<file path="src/rtl/spinner_pkg.sv">
// Shared types and tables for the spinner/dial emulator.
// Latency: n/a (package). Backpressure: n/a.
package spinner_pkg;

  typedef enum logic {IDLE = 1'b0, RUN = 1'b1} dial_state_t;

  localparam logic [1:0] DIAL_IDLE = 2'b11;
  localparam logic [1:0] PHASE_RST = 2'd2;
  localparam logic [1:0] GRAY_SEQ [4] = '{2'b00, 2'b01, 2'b11, 2'b10};

  function automatic logic [1:0] phase_next(input logic [1:0] idx, input logic up);
    return up ? idx + 2'd1 : idx - 2'd1;
  endfunction

endpackage

</file>
<file path="src/rtl/spinner_chan.sv">
// One dial channel: button decode, accelerating step timer, gray phase / pulse output, position.
// Latency: first step one cycle after a request. Backpressure: none, outputs are free-running.
module spinner_chan
  import spinner_pkg::*;
#(
  parameter int DIV_W     = 16,
  parameter int BASE_DIV  = 48000,
  parameter int MIN_DIV   = 6000,
  parameter int ACCEL_DEC = 2625,
  parameter int PULSE_W   = 64
) (
  input  logic       clk_sys,
  input  logic       reset_n,
  input  logic       en,
  input  logic       mode,
  input  logic       inv,
  input  logic       btn_inc,
  input  logic       btn_dec,
  output logic [1:0] dial_out,
  output logic       step_strobe,
  output logic [7:0] pos
);

  if (PULSE_W >= MIN_DIV || PULSE_W < 1) begin : g_bad_pulse_w
    $error("spinner_chan: PULSE_W must be in 1..MIN_DIV-1");
  end

  localparam logic [DIV_W-1:0] BASE  = DIV_W'(BASE_DIV);
  localparam logic [DIV_W-1:0] MIN   = DIV_W'(MIN_DIV);
  localparam logic [DIV_W:0]   ACC_X = (DIV_W+1)'(ACCEL_DEC);
  localparam logic [DIV_W-1:0] PW_M1 = DIV_W'(PULSE_W - 1);

  dial_state_t      state;
  logic [DIV_W-1:0] div;
  logic [DIV_W-1:0] cnt;
  logic [DIV_W-1:0] ptmr;
  logic             pulse_act;
  logic             dir_up;
  logic [1:0]       phase;

  logic             inc_e, dec_e, req, up;
  logic             fresh, step;
  logic [DIV_W-1:0] cur_div, nxt_div;
  logic [DIV_W:0]   diff;

  assign inc_e = inv ? btn_dec : btn_inc;
  assign dec_e = inv ? btn_inc : btn_dec;
  assign req   = inc_e ^ dec_e;
  assign up    = inc_e;

  // A reversal restarts acceleration exactly like a fresh press.
  always_comb begin
    fresh = 1'b0;
    step  = 1'b0;
    if (state == IDLE) begin
      fresh = req;
      step  = req;
    end else if (req) begin
      if (up != dir_up) begin
        fresh = 1'b1;
        step  = 1'b1;
      end else begin
        step = (cnt == '0);
      end
    end
    cur_div = fresh ? BASE : div;
    diff    = {1'b0, cur_div} - ACC_X;
    nxt_div = (diff[DIV_W] || (diff[DIV_W-1:0] < MIN)) ? MIN : diff[DIV_W-1:0];
  end

  always_ff @(posedge clk_sys) begin
    if (!reset_n || !en) begin
      state       <= IDLE;
      div         <= BASE;
      cnt         <= '0;
      ptmr        <= '0;
      pulse_act   <= 1'b0;
      dir_up      <= 1'b0;
      phase       <= PHASE_RST;
      dial_out    <= DIAL_IDLE;
      step_strobe <= 1'b0;
      if (!reset_n) pos <= '0;
    end else begin
      step_strobe <= step;
      if (pulse_act) begin
        if (ptmr == '0) begin
          pulse_act <= 1'b0;
          dial_out  <= DIAL_IDLE;
        end else begin
          ptmr <= ptmr - 1'b1;
        end
      end
      if (step) begin
        state  <= RUN;
        dir_up <= up;
        cnt    <= cur_div - 1'b1;
        div    <= nxt_div;
        pos    <= up ? pos + 8'd1 : pos - 8'd1;
        if (mode) begin
          // Parking the phase at 11 lets a later switch to quadrature continue glitch-free.
          dial_out  <= up ? 2'b10 : 2'b01;
          pulse_act <= 1'b1;
          ptmr      <= PW_M1;
          phase     <= PHASE_RST;
        end else begin
          dial_out  <= GRAY_SEQ[phase_next(phase, up)];
          phase     <= phase_next(phase, up);
          pulse_act <= 1'b0;
        end
      end else if (state == RUN) begin
        if (!req) begin
          state <= IDLE;
          div   <= BASE;
        end else begin
          cnt <= cnt - 1'b1;
        end
      end
    end
  end

endmodule

</file>
<file path="src/rtl/spinner_dial_emu.sv">
// N-channel spinner/dial emulator: joystick buttons in, active-low quadrature/pulse dial out.
// Latency: one cycle from request to first step. Backpressure: none.
module spinner_dial_emu
  import spinner_pkg::*;
#(
  parameter int CHANNELS  = 2,
  parameter int DIV_W     = 16,
  parameter int BASE_DIV  = 48000,
  parameter int MIN_DIV   = 6000,
  parameter int ACCEL_DEC = 2625,
  parameter int PULSE_W   = 64
) (
  input  logic                  clk_sys,
  input  logic                  reset_n,
  input  logic [CHANNELS-1:0]   ch_en,
  input  logic [CHANNELS-1:0]   ch_mode,
  input  logic [CHANNELS-1:0]   ch_inv,
  input  logic [CHANNELS-1:0]   btn_inc,
  input  logic [CHANNELS-1:0]   btn_dec,
  output logic [2*CHANNELS-1:0] dial_out,
  output logic [CHANNELS-1:0]   step_strobe,
  output logic [8*CHANNELS-1:0] pos
);

  for (genvar c = 0; c < CHANNELS; c++) begin : g_ch
    spinner_chan #(
      .DIV_W    (DIV_W),
      .BASE_DIV (BASE_DIV),
      .MIN_DIV  (MIN_DIV),
      .ACCEL_DEC(ACCEL_DEC),
      .PULSE_W  (PULSE_W)
    ) u_chan (
      .clk_sys    (clk_sys),
      .reset_n    (reset_n),
      .en         (ch_en[c]),
      .mode       (ch_mode[c]),
      .inv        (ch_inv[c]),
      .btn_inc    (btn_inc[c]),
      .btn_dec    (btn_dec[c]),
      .dial_out   (dial_out[2*c +: 2]),
      .step_strobe(step_strobe[c]),
      .pos        (pos[8*c +: 8])
    );
  end

endmodule

</file>
<file path="config.mk">
export PLATFORM = sky130hd
export DESIGN_NAME = spinner_dial_emu
export DESIGN_NICKNAME = d
export VERILOG_FILES = /design/src/rtl/spinner_pkg.sv /design/src/rtl/spinner_chan.sv /design/src/rtl/spinner_dial_emu.sv
export SDC_FILE = /design/constraint.sdc
export NUM_CORES = 1
export LEC_CHECK = 0
export CAP_MARGIN = 25
export CORE_ASPECT_RATIO = 1.1
export CORE_MARGIN = 2
export CORE_UTILIZATION = 45
export DETAILED_ROUTE_END_ITERATION = 8
export SLEW_MARGIN = 40
export SYNTH_ARGS = -nofsm -noshare
export SYNTH_HDL_FRONTEND = slang
export SYNTH_SLANG_ARGS = --single-unit
</file>
<file path="constraint.sdc">
create_clock -name clk_sys -period 10.6 [get_ports clk_sys]
set_clock_uncertainty 0.2 [all_clocks]
set_input_delay 1.59 -clock clk_sys [delete_from_list [all_inputs] [get_ports clk_sys]]
set_output_delay 1.59 -clock clk_sys [all_outputs]
set_load 0.02 [all_outputs]
</file>
Yosys cells after proc, flatten, opt, wreduce, memory -nomap -nowiden
Index checks and enable logic that the tools add are counted.
{"block": "totals", "out_inout_bits": 22, "wordCells": 160, "mem_bits_ro": 0, "regBits": 128, "latch_bits": 0, "inputBits": 12, "ramBits": 0, "mem_count": 0}
{"block": "op_classes", "div_mod_pow": 0, "n_reduce_logical": 29, "eq_ne": 6, "shift": 0, "muxes": 81, "bitwise_logic": 4, "order_cmp": 4, "multipliers": 0, "add_sub_neg": 16}
{"cell": "16-bit 2-to-1 mux", "count": 24}
{"cell": "16-bit by 1-bit subtractor with 16-bit output, second input constant", "count": 6}
{"cell": "16-bit logical NOT", "count": 4}
{"cell": "8-bit 2-to-1 mux", "count": 7}
{"cell": "2-bit 2-to-1 mux", "count": 18}
{"cell": "16-bit by 12-bit subtractor with 17-bit output, second input constant", "count": 2}
{"cell": "16-bit by 13-bit less-than comparator with 1-bit output, second input constant", "count": 2}
{"cell": "1-bit 2-to-1 mux", "count": 30}
{"cell": "2-bit nonzero test", "count": 10}
{"cell": "8-bit by 1-bit adder with 8-bit output, second input constant", "count": 2}
{"cell": "2-bit AND reduction", "count": 8}
{"cell": "8-bit by 1-bit subtractor with 8-bit output, second input constant", "count": 2}
{"cell": "2-bit binary-select mux with 2-bit select", "count": 2}
{"cell": "2-bit != test, second input constant", "count": 4}
{"cell": "3-bit >= comparator, second input constant", "count": 2}
{"cell": "2-bit inverter with 3-bit output", "count": 2}
{"cell": "2-bit by 1-bit adder with 2-bit output, second input constant", "count": 2}
{"cell": "1-bit logical OR", "count": 4}
{"cell": "2-bit by 1-bit subtractor with 2-bit output, second input constant", "count": 2}
{"cell": "1-bit logical NOT", "count": 3}
{"cell": "1-bit != test", "count": 2}
{"cell": "1-bit bitwise XOR", "count": 2}

Longest topological paths before layout
Gate-level depths: netlist of the first run.
{"block": "depth", "ltp_word": 11, "depth_mapped": 16, "ltp_nobuf": 13}

Modules after synthesis
From an unflattened synthesis of the first run, not the netlist that was laid out.
{"block": "unflattened", "cells_unflattened": 1033, "area_unflattened_um2": 8349.3}
{"module": "spinner_chan (g_ch[1].u_chan)", "cells_per_inst": 524, "seq_area_each_um2": 1361.3, "instances": 1, "area_each_um2": 4355.4}
{"module": "spinner_chan (g_ch[0].u_chan)", "cells_per_inst": 509, "seq_area_each_um2": 1361.3, "instances": 1, "area_each_um2": 3993.8}

Least setup slack after synthesis of the first run
OpenSTA, ideal clock, no wires.
{"block": "synth_path", "path_kind": "input to register", "from": "input btn_dec[0]", "to": "register g_ch[0].u_chan.div[2]", "setup_slack_ns": 5.692, "arrival_time_ns": 4.594, "n_path_buf": 4, "required_time_ns": 10.286, "setup_time_ns": 0.114, "cell_stages": 15, "path_cell_list": "buf_4 -> xnor3_1 -> o21ai_2 -> buf_2 -> buf_1 -> nand2_1 -> ha_1 -> buf_4 -> a31oi_1 -> nor3_1 -> or4_4 -> a21oi_4 -> a21boi_4 -> o41ai_2 -> a21o_1"}
{"block": "synth_via", "elab_chain_cells": 11, "elab_cells_between_ends": 19, "classes_between": "add/sub: 1; order compare: 1; eq/ne: 2; mux: 11; bitwise: 1; reduce/logical: 3"}
{"element": "from (decl)", "line_no": "spinner_dial_emu.sv:19", "rtl": "input logic [CHANNELS-1:0] btn_dec,"}
{"element": "1-bit 2-to-1 mux", "line_no": "spinner_chan.sv:46", "rtl": "assign inc_e = inv ? btn_dec : btn_inc;"}
{"element": "1-bit != test", "line_no": "spinner_chan.sv:59", "rtl": "if (up != dir_up) begin"}
{"element": "1-bit 2-to-1 mux", "line_no": "spinner_chan.sv:59"}
{"element": "1-bit 2-to-1 mux", "line_no": "spinner_chan.sv:58", "rtl": "end else if (req) begin"}
{"element": "1-bit 2-to-1 mux", "line_no": "spinner_chan.sv:55", "rtl": "if (state == IDLE) begin"}
{"element": "16-bit 2-to-1 mux", "line_no": "spinner_chan.sv:66", "rtl": "cur_div = fresh ? BASE : div;"}
{"element": "16-bit by 12-bit subtractor with 17-bit output", "line_no": "spinner_chan.sv:67", "rtl": "diff = {1'b0, cur_div} - ACC_X;"}
{"element": "16-bit by 13-bit less-than comparator with 1-bit output", "line_no": "spinner_chan.sv:68", "rtl": "nxt_div = (diff[DIV_W] || (diff[DIV_W-1:0] < MIN)) ? MIN : diff[DIV_W-1:0];"}
{"element": "1-bit logical OR", "line_no": "spinner_chan.sv:68"}
{"element": "16-bit 2-to-1 mux", "line_no": "spinner_chan.sv:68"}
{"element": "16-bit 2-to-1 mux", "line_no": "spinner_chan.sv:93", "rtl": "if (step) begin"}
{"element": "to (signal assigned)", "line_no": "spinner_chan.sv:97", "rtl": "div <= nxt_div;"}
{"element": "to (decl)", "line_no": "spinner_chan.sv:34", "rtl": "logic [DIV_W-1:0] div;"}
Several ways; a longest one is shown, not always the timed one.
A chain may end at the register's enable or synchronous reset.

Worst setup path after layout of the first run
{"block": "layout_path", "from": "input btn_inc[1]", "to": "register g_ch[1].u_chan.cnt[12]"}
{"block": "layout_via", "elab_chain_cells": 8, "elab_cells_between_ends": 16, "classes_between": "add/sub: 1; eq/ne: 1; mux: 10; bitwise: 1; reduce/logical: 3"}
{"element": "from (decl)", "line_no": "spinner_dial_emu.sv:18", "rtl": "input logic [CHANNELS-1:0] btn_inc,"}
{"element": "1-bit 2-to-1 mux", "line_no": "spinner_chan.sv:46"}
{"element": "1-bit != test", "line_no": "spinner_chan.sv:59"}
{"element": "1-bit 2-to-1 mux", "line_no": "spinner_chan.sv:59"}
{"element": "1-bit 2-to-1 mux", "line_no": "spinner_chan.sv:58"}
{"element": "1-bit 2-to-1 mux", "line_no": "spinner_chan.sv:55"}
{"element": "16-bit 2-to-1 mux", "line_no": "spinner_chan.sv:66"}
{"element": "16-bit by 1-bit subtractor with 16-bit output", "line_no": "spinner_chan.sv:96", "rtl": "cnt <= cur_div - 1'b1;"}
{"element": "16-bit 2-to-1 mux", "line_no": "spinner_chan.sv:93"}
{"element": "to (signal assigned)", "line_no": "spinner_chan.sv:96"}
{"element": "to (signal assigned)", "line_no": "spinner_chan.sv:115", "rtl": "cnt <= cnt - 1'b1;"}
{"element": "to (decl)", "line_no": "spinner_chan.sv:35", "rtl": "logic [DIV_W-1:0] cnt;"}
Several ways; a longest one is shown, not always the timed one.

==> results of run 1 <==
[final timing paths]
path / cells after the start / start / endpoint
setup reg to reg: 10 / g_ch[1].u_chan.cnt[11] / g_ch[1].u_chan.cnt[12]
hold reg to reg: 2 / g_ch[1].u_chan.ptmr[6] / g_ch[1].u_chan.ptmr[6]
setup / recovery: 11 / btn_inc[1] / g_ch[1].u_chan.cnt[12]
hold / removal: 2 / g_ch[1].u_chan.ptmr[6] / g_ch[1].u_chan.ptmr[6]
[layout make-up]
type                            count  area (µm²)  area share, %
Multi-Input combinational cell    782        4970           54.9
Clock inverter                      9        58.8          0.649
Sequential cell                   128        2720           30.0
Tap cell                          238         298           3.28
Inverter                           28         105           1.16
Clock buffer                       22         495           5.46
Timing Repair Buffer               44         413           4.55
[synthesized netlist by cell type (13+ instances only)]
| master | instances |
|---|---|
| nand3_1 | 25 |
| nand2_1 | 85 |
| ha_1 | 20 |
| nor2_1 | 118 |
| o31ai_1 | 13 |
| a31oi_1 | 25 |
| a211oi_1 | 14 |
| or3_1 | 22 |
| xnor2_1 | 55 |
| xor2_1 | 15 |
| clkbuf_1 | 39 |
| or4_1 | 14 |
| o21ai_0 | 61 |
| nor4_1 | 14 |
| inv_1 | 28 |
| dfxtp_1 | 112 |
| edfxtp_1 | 16 |
| a21oi_1 | 87 |
| nor3_1 | 38 |
[cell usage in the layout, fill, tap and decap left out, types with 7 or more instances in the layout]
master and count:
o31ai_1 13, edfxtp_1 16, xnor2_1 55, buf_4 11
nor2_1 116, a21oi_1 87, clkdlybuf4s50_1 33, o21ai_0 61
a31oi_1 25, nand2_1 85, clkbuf_16 18, xor2_1 15
nand2b_1 10, o21bai_1 7, o211ai_1 10, dfxtp_1 112
and2_1 8, a211o_1 7, or4_1 14, a211oi_1 14
nand3_1 25, nor3_1 38, ha_1 20, inv_1 28
nor4_1 14, or3_1 22, a21o_1 7, mux2i_1 9
[stage by stage]
stage	util, %	total power, µW
2_1_floorplan	-	839
4_1_cts	51.5	1490
3_3_place_gp	48.2	930
5_1_grt	51.5	1550
6_report	51.5	1480
3_5_place_dp	48.3	932
[sequential cells by signal, summed over array words and instances (netlist names)]
| name | count |
|---|---|
| g_ch.u_chan.dir_up | 2 |
| g_ch.u_chan.pos | 16 |
| g_ch.u_chan.step_strobe | 2 |
| g_ch.u_chan.ptmr | 32 |
| g_ch.u_chan.pulse_act | 2 |
| g_ch.u_chan.div | 32 |
| g_ch.u_chan.phase | 4 |
| g_ch.u_chan.cnt | 32 |
| g_ch.u_chan.dial_out | 4 |
| g_ch.u_chan.state | 2 |
[critical path: cells and delay by family]
kind	cells	cell delay (ns)
simple gates	6	2.05
buf+inv	1	0.62
xor+xnor	1	0.58
fa+ha+maj	1	0.34
compound gates	2	0.29
[power by group]
part | switching [µW] | internal (µW)
Combinational | 222 | 145
Clock | 223 | 328
Sequential | 37.1 | 523
[layer usage]
layer	global-route usage [%]	part of all wire, %	vias to the layer above
met5	0	0	-
li1	-	-	3668
met2	36.9	47	154
met1	28.9	48	3508
met4	9.38	1.8	0
met3	3.82	3.9	29
[cells by family after synthesis]
group | synth area share [%]
AND/OR/NAND/NOR | 23.5
AO/OA/AOI/OAI | 24.6
flip-flops | 33.8
buffers and inverters | 4.73
XOR/XNOR | 8.58
adder cells (fa/ha/maj) | 3.60
multiplexers | 1.26
==> impl_metrics.py, run 1 <==
metrics = {
    "clock_network": {
        "numCtsBuffers": 17,
        "holdBufCountCts": 0,
        "cts_resized": 0,
        "clockRootBuffer": "clkbuf_16",
        "path_clk_slew_ns": 0.05,
        "clock_latency_ns": 0.43,
        "cts_tree": "done",
        "htreeDepth": 4,
        "clock-sinks": 128,
        "cts_setup_buffers": 0,
        "clockBufferDepth": 2,
    },
    "place": {
        "dp_cells": 1220,
        "place.gp.congestion": 0.848,
        "port_buffers": 33,
        "place_area_mm2": 0.00851,
        "post-place-ws_ns": 4.71,
        "hpwl_mm": 14.5,
    },
    "logic_synthesis": {
        "yosysTopAreaCellShare_pct": 27.8,
        "syn_avg_cell_area_um2": 8.09,
        "ys_async_sr_fraction_pct": 0,
        "synth.area.top_cells": "dfxtp_1, xnor2_1, edfxtp_1",
        "netlist_area_mm2": 0.00806,
        "ys.flop_type": "dfxtp_1",
        "ys_ff_latch": 128,
        "synth_seq_area_share_pct": 33.8,
        "ys_types": 88,
        "syn_nets": 1031,
        "synth_edf_count": 16,
        "synth_largest_area_cell": "dfxtp_1",
        "postSynthCellCount": 997,
        "yosys_warnings": 0,
    },
    "sta": {
        "timing.final.crit_share_pct": 50.7,
        "tightest_slew_ns": 0.736,
        "setup_violations": 0,
        "final-hold-violation-count": 0,
        "max_slew_margin_pct": 49.5,
        "finalCriticalPeriod_ns": 5.37,
        "whs_ns": 0.266,
        "rsz0062_at_grt": "no",
        "final.setup.worst_slack_ns": 5.23,
        "slew_viol_final": 0,
        "finalSetupTns_ns": 0,
        "max_freq_ghz": 0.186,
    },
    "layout": {
        "finalNetCount": 1035,
        "drive_gt1_share_pct": 7.31,
        "fillers": 1703,
        "final_area_mm2": 0.00907,
        "areaGrowthSynthToFinish_pct": 12.5,
        "num_antenna_cells": 0,
        "instances_no_fill": 1251,
    },
    "global_routing": {
        "grt_pass1_wl_mm": 34.5,
        "grt_usage_pct": 22.3,
        "grt_pass1_vias": 6844,
        "grt_max_degree": 33,
        "antenna_found_initial": 0,
        "globalRouteOverflowTotal": 0,
    },
    "routing": {
        "first_iter_violations": 490,
        "first_pass_iters": 6,
        "wl_per_cell_um": 16.6,
        "totalWireLength_mm": 20.7,
        "vias_per_cell": 5.88,
        "ant_nets": 0,
        "dr_total_vias": 7359,
        "drc": 0,
    },
    "critical_path": {
        "worstPathMaxFanout": 27,
        "worstPathArrival_ns": 5.47,
        "path_cells": "clkdlybuf4s50_1, xor2_4, nand4_1, nor2_2, nor2_2, a21oi_1, ha_1, nand3_1, or4_1, nand3_1, a21oi_1",
        "critical_path.startpoint_type": "input pin",
        "crit_slowest_cell": "clkdlybuf4s50_1",
        "crit_required_ns": 10.70,
        "cpPeakStageDelay_ns": 0.62,
        "crit_path_end_kind": "flop",
        "path_class": "input pin to flop",
        "r2r_slack_ns": 6.80,
    },
    "outcome": {
        "status": "finished clean",
    },
    "power_and_ir_drop": {
        "power_density_mw_per_mm2": 163,
        "vdd_ir_drop_max_uv": 119,
        "p_leak_uw": 0.00327,
    },
    "die": {
        "io_pins": 34,
        "core_area_mm2": 0.0176,
        "start_util_pct": 45.8,
        "die_x_um": 132,
        "dieArea_mm2": 0.0190,
        "die_height_um": 144,
        "row_count": 51,
    },
    "flow_run": {
        "drv_cap": 0,
    },
    "hold_path": {
        "worstHoldPathType": "flop to flop",
    },
}
(Power assumes the default switching activity.)
==> inputs of run 2 (changes only) <==
==> constraint.sdc (replaced) <==
create_clock -name clk_sys -period 5.15 [get_ports clk_sys]
set_clock_uncertainty 0.2 [all_clocks]
set_input_delay 0.7725 -clock clk_sys [delete_from_list [all_inputs] [get_ports clk_sys]]
set_output_delay 0.7725 -clock clk_sys [all_outputs]
set_load 0.02 [all_outputs]
==> impl_metrics.py, run 2 (synthesis gave the netlist of run 1 again) <==
metrics = {
    "outcome": {
        "status": "finished clean",
    },
    "routing": {
        "drc": 0,
        "vias_per_cell": 5.90,
        "first_iter_violations": 567,
        "first_pass_iters": 5,
        "dr_total_vias": 7451,
        "wl_per_cell_um": 16.8,
        "totalWireLength_mm": 21.2,
        "ant_nets": 0,
    },
    "clock_network": {
        "path_clk_slew_ns": 0.06,
        "holdBufCountCts": 0,
        "clock-sinks": 128,
        "numCtsBuffers": 17,
        "cts_setup_buffers": 0,
        "clock_latency_ns": 0.42,
        "cts_resized": 0,
        "cts_tree": "done",
        "clockRootBuffer": "clkbuf_16",
        "clockBufferDepth": 2,
        "htreeDepth": 4,
    },
    "critical_path": {
        "worstPathMaxFanout": 12,
        "path_depth": 14,
        "cpPeakStageDelay_ns": 0.59,
        "crit_family": "compound AO/OA/AOI/OAI gates",
        "crit_start": "ch_inv[1]",
        "r2r_slack_ns": 1.27,
        "path_class": "input pin to flop",
        "rr_worst_depth": 13,
        "crit_path_end": "g_ch[1].u_chan.div[3]",
        "path_cells": "clkdlybuf4s50_1, xnor2_1, a21oi_1, nor2_1, nand2_1, ha_1, nor4b_1, a221o_2, nor3_1, mux2i_1, a211o_1, a32o_1, a31oi_1, o22ai_1",
        "cp_num_buf_inv": 1,
        "critical_path.startpoint_type": "input pin",
        "crit_slowest_cell": "clkdlybuf4s50_1",
        "r2r_end": "g_ch[1].u_chan.div[3]",
        "crit_path_end_kind": "flop",
        "worstPathArrival_ns": 4.49,
        "crit_required_ns": 5.26,
        "r2r_start": "g_ch[1].u_chan.dir_up",
    },
    "sta": {
        "rsz0062_at_grt": "no",
        "finalCriticalPeriod_ns": 4.39,
        "max_freq_ghz": 0.228,
        "max_slew_margin_pct": 49.1,
        "timing.final.crit_share_pct": 85.2,
        "final-hold-violation-count": 0,
        "finalSetupTns_ns": 0,
        "setup_violations": 0,
        "slew_viol_final": 0,
        "whs_ns": 0.271,
        "tightest_slew_ns": 0.756,
    },
    "place": {
        "port_buffers": 33,
        "place_area_mm2": 0.00857,
        "hpwl_mm": 15.0,
        "place.gp.congestion": 0.856,
    },
    "die": {
        "start_util_pct": 45.8,
        "io_pins": 34,
        "die_x_um": 132,
        "dieArea_mm2": 0.0190,
        "die_height_um": 144,
        "core_area_mm2": 0.0176,
        "row_count": 51,
    },
    "layout": {
        "layout_commonest_cell": "nor2_1",
        "utilization_pct": 52.1,
        "num_antenna_cells": 0,
        "finalNetCount": 1045,
        "fillers": 1684,
        "final_cell_mix": "nor2_1, dfxtp_1, a21oi_1",
        "reg_top3": "g_ch.u_chan.cnt x32, g_ch.u_chan.div x32, g_ch.u_chan.ptmr x32",
        "areaGrowthSynthToFinish_pct": 13.9,
        "final_area_mm2": 0.00918,
        "drive_gt1_share_pct": 8.20,
    },
    "power_and_ir_drop": {
        "power_density_mw_per_mm2": 346,
        "finalPower_uw": 3180,
        "p_leak_uw": 0.00334,
        "vdd_ir_drop_max_uv": 264,
    },
    "global_routing": {
        "grt_max_degree": 32,
        "antenna_found_initial": 0,
        "grt_usage_pct": 22.9,
        "globalRouteOverflowTotal": 0,
        "grt_pass1_wl_mm": 35.6,
        "grt_pass1_vias": 6973,
    },
    "hold_path": {
        "worstHoldPathType": "flop to flop",
    },
    "flow_run": {
        "drv_cap": 0,
    },
}
==> run 2: area by class of cell <==
class                           count  area [µm²]  area share, %
Clock inverter                     15         186           2.03
Multi-Input combinational cell    782        4960           54.0
Tap cell                          238         298           3.24
Timing Repair Buffer               54         488           5.31
Sequential cell                   128        2720           29.6
Clock buffer                       17         425           4.63
Inverter                           28         105           1.14
==> run 2: per-layer routing <==
metal	vias up	wire length [µm]	track usage, %
met5	-	0	0
met4	0	451	8.47
met3	40	1120	4.10
met2	232	9730	37.7
met1	3500	9930	30.3
li1	3679	-	-
==> run 2: worst min-delay path by stage <==
stage | from | endpoint | slack [ns] | cells past startpoint
after floorplan | g_ch[1].u_chan.ptmr[6] | g_ch[1].u_chan.ptmr[6] | 0.24 | 2
after global placement | g_ch[0].u_chan.dial_out[1] | g_ch[0].u_chan.dial_out[1] | 0.27 | 2
after detailed placement | g_ch[1].u_chan.ptmr[6] | g_ch[1].u_chan.ptmr[6] | 0.26 | 2
after CTS | g_ch[1].u_chan.ptmr[6] | g_ch[1].u_chan.ptmr[6] | 0.28 | 2
after global routing | g_ch[1].u_chan.ptmr[6] | g_ch[1].u_chan.ptmr[6] | 0.31 | 2
final | g_ch[1].u_chan.ptmr[6] | g_ch[1].u_chan.ptmr[6] | 0.27 | 2
==> run 2: where the power goes <==
part / switching [µW] / internal (µW)
registers: 78.7 / 1080
logic: 461 / 309
clock network: 488 / 766
==> run 2: worst reg2reg max path: stages, from the launching register on <==
cell     delay [ns]
dfxtp_1        0.45
xnor2_1        0.15
a21oi_1        0.11
nor2_1         0.45
nand2_1        0.16
ha_1           0.37
nor4b_1        0.21
a221o_2        0.40
nor3_1         0.16
mux2i_1        0.09
a211o_1        0.28
a32o_1         0.38
a31oi_1        0.25
o22ai_1        0.10
==> run 2: metrics by stage <==
step	instances	worst slack [ns]
floorplan	997	1.06
CTS	1262	0.848
global placement	1230	0.539
finish	1262	0.765
global route	1262	0.538
detailed placement	1230	0.424
==> inputs of run 3 (changes only) <==
--- a/config.mk
+++ b/config.mk
@@ -8,8 +8,9 @@
 export CAP_MARGIN = 25
 export CORE_ASPECT_RATIO = 1.1
 export CORE_MARGIN = 2
-export CORE_UTILIZATION = 45
+export CORE_UTILIZATION = 62
 export DETAILED_ROUTE_END_ITERATION = 8
+export PLACE_DENSITY = 0.81
 export SLEW_MARGIN = 40
 export SYNTH_ARGS = -nofsm -noshare
 export SYNTH_HDL_FRONTEND = slang
==> impl_metrics.py, run 3 (synthesis gave the netlist of run 1 again) <==
metrics = {
    "power_and_ir_drop": {
        "vdd_ir_drop_max_uv": 283,
        "combinationalPowerShare_pct": 23.5,
        "power_density_mw_per_mm2": 360,
        "pwr-share-clk_pct": 41.3,
        "p_leak_uw": 0.00336,
        "internal-power_uw": 2290,
        "power.switching_uw": 991,
        "swShare_pct": 30.2,
        "seq_power_share_pct": 35.2,
    },
    "die": {
        "core_area_mm2": 0.0126,
        "die_x_um": 113,
        "dieArea_mm2": 0.0139,
        "row_count": 43,
        "die_height_um": 124,
        "start_util_pct": 63.8,
        "io_pins": 34,
    },
    "layout": {
        "finalNetCount": 1043,
        "final_cell_mix": "nor2_1, dfxtp_1, a21oi_1",
        "areaGrowthSynthToFinish_pct": 13.0,
        "drive_gt1_share_pct": 7.53,
        "multiInputGateArea_mm2": 0.00496,
        "fillers": 986,
        "seq_area_mm2": 0.00272,
        "instances_no_fill": 1179,
        "num_antenna_cells": 0,
        "reg_top3": "g_ch.u_chan.cnt x32, g_ch.u_chan.div x32, g_ch.u_chan.ptmr x32",
        "layout_commonest_cell": "nor2_1",
    },
    "clock_network": {
        "cts_setup_buffers": 0,
        "clockBufferDepth": 2,
        "cts_tree": "done",
        "holdBufCountCts": 0,
        "clockRootBuffer": "clkbuf_16",
        "clock-sinks": 128,
        "path_clk_slew_ns": 0.05,
        "cts_resized": 0,
        "clock_latency_ns": 0.43,
        "htreeDepth": 4,
        "numCtsBuffers": 17,
    },
    "sta": {
        "max_slew_margin_pct": 53.2,
        "timing.final.crit_share_pct": 79.9,
        "rsz0062_at_grt": "no",
        "setup_violations": 0,
        "finalCriticalPeriod_ns": 4.11,
        "final-hold-violation-count": 0,
        "slew_viol_final": 0,
        "finalSetupTns_ns": 0,
        "max_freq_ghz": 0.243,
        "tightest_slew_ns": 0.702,
    },
    "critical_path": {
        "worstPathArrival_ns": 4.22,
        "rr_worst_depth": 12,
        "critical_path.startpoint_type": "input pin",
        "crit_path_end_kind": "flop",
        "path_class": "input pin to flop",
        "crit_required_ns": 5.26,
        "worstPathMaxFanout": 12,
        "r2r_slack_ns": 1.57,
    },
    "routing": {
        "totalWireLength_mm": 20.5,
        "m1WireLength_mm": 8.74,
        "wl_met3_mm": 1.64,
        "dr_total_vias": 7570,
        "ant_nets": 0,
        "wl_per_cell_um": 17.4,
        "vias_per_cell": 6.42,
        "first_pass_iters": 6,
        "drc": 0,
        "first_iter_violations": 703,
        "met2_length_mm": 9.57,
        "highest_layer": "met4",
    },
    "global_routing": {
        "antenna_found_initial": 0,
        "grt_max_degree": 32,
        "grt_pass1_wl_mm": 33.9,
        "grt_usage_pct": 30.1,
        "globalRouteOverflowTotal": 0,
        "grt_pass1_vias": 6974,
    },
    "place": {
        "dp_cells": 1147,
        "hpwl_mm": 13.9,
        "place.gp.congestion": 0.919,
        "port_buffers": 33,
    },
    "flow_run": {
        "drv_cap": 0,
    },
    "outcome": {
        "status": "finished clean",
    },
    "hold_path": {
        "worstHoldPathType": "flop to flop",
        "hold_depth": 2,
    },
}
==> run 3: cell types whose count changed in the layout (fill, tap and decap cells not counted), sizes merged <==
cell,previous run,this run
inv,30,29
clkinvlp,4,1
clkinv,6,2
clkbuf,17,22
bufinv,3,6
buf,21,19
==> run 3: layout make-up <==
type                            instances  area share (%)
Inverter                               28            1.15
Clock buffer                           22            4.88
Sequential cell                       128            29.9
Multi-Input combinational cell        782            54.4
Timing Repair Buffer                   52            5.19
Clock inverter                         10            2.31
Tap cell                              157            2.16
==> run 3: per-stage QoR <==
step                util, %  setup slack (ns)  hold slack, ns  instance area [µm²]  power [µW]
global placement       66.9             0.834           0.259                 8460        1910
global route           72.1             0.773           0.315                 9110        3420
finish                 72.1              1.04           0.283                 9110        3280
floorplan                 -              1.06           0.239                 8060        1730
CTS                    72.1              1.10           0.282                 9110        3280
detailed placement     66.9             0.737           0.264                 8460        1920
==> run 3: metal layers <==
metal / track usage (%) / up-vias
met4: 12.0 / 0
met5: 0 / -
met1: 37.9 / 3490
met2: 49.5 / 333
met3: 7.88 / 63
li1: - / 3684
==> run 3: power by group through the flow <==
stage,clock [µW],sequential [µW],combinational (µW)
finish,1360,1150,773
CTS,1370,1150,760
floorplan,0,1160,569
global route,1410,1160,850
global placement,0,1170,739
detailed placement,0,1170,750
==> run 3: path summary, 6_finish.rpt <==
check / endpoint / startpoint
max: g_ch[1].u_chan.div[2] / btn_inc[1]
min: g_ch[0].u_chan.dial_out[1] / g_ch[0].u_chan.dial_out[1]
max reg2reg: g_ch[1].u_chan.div[2] / g_ch[1].u_chan.dir_up
min reg2reg: g_ch[0].u_chan.dial_out[1] / g_ch[0].u_chan.dial_out[1]
==> run 3: critical path, cell delays in order <==
cell	delay [ns]
clkdlybuf4s50_1	0.49
nand2b_1	0.19
a21oi_1	0.21
nor2_1	0.13
nand2_1	0.11
ha_1	0.40
nor4b_1	0.29
a221o_2	0.26
nand2_1	0.10
or4_1	0.50
a32o_1	0.41
a31oi_1	0.27
o21ai_1	0.08
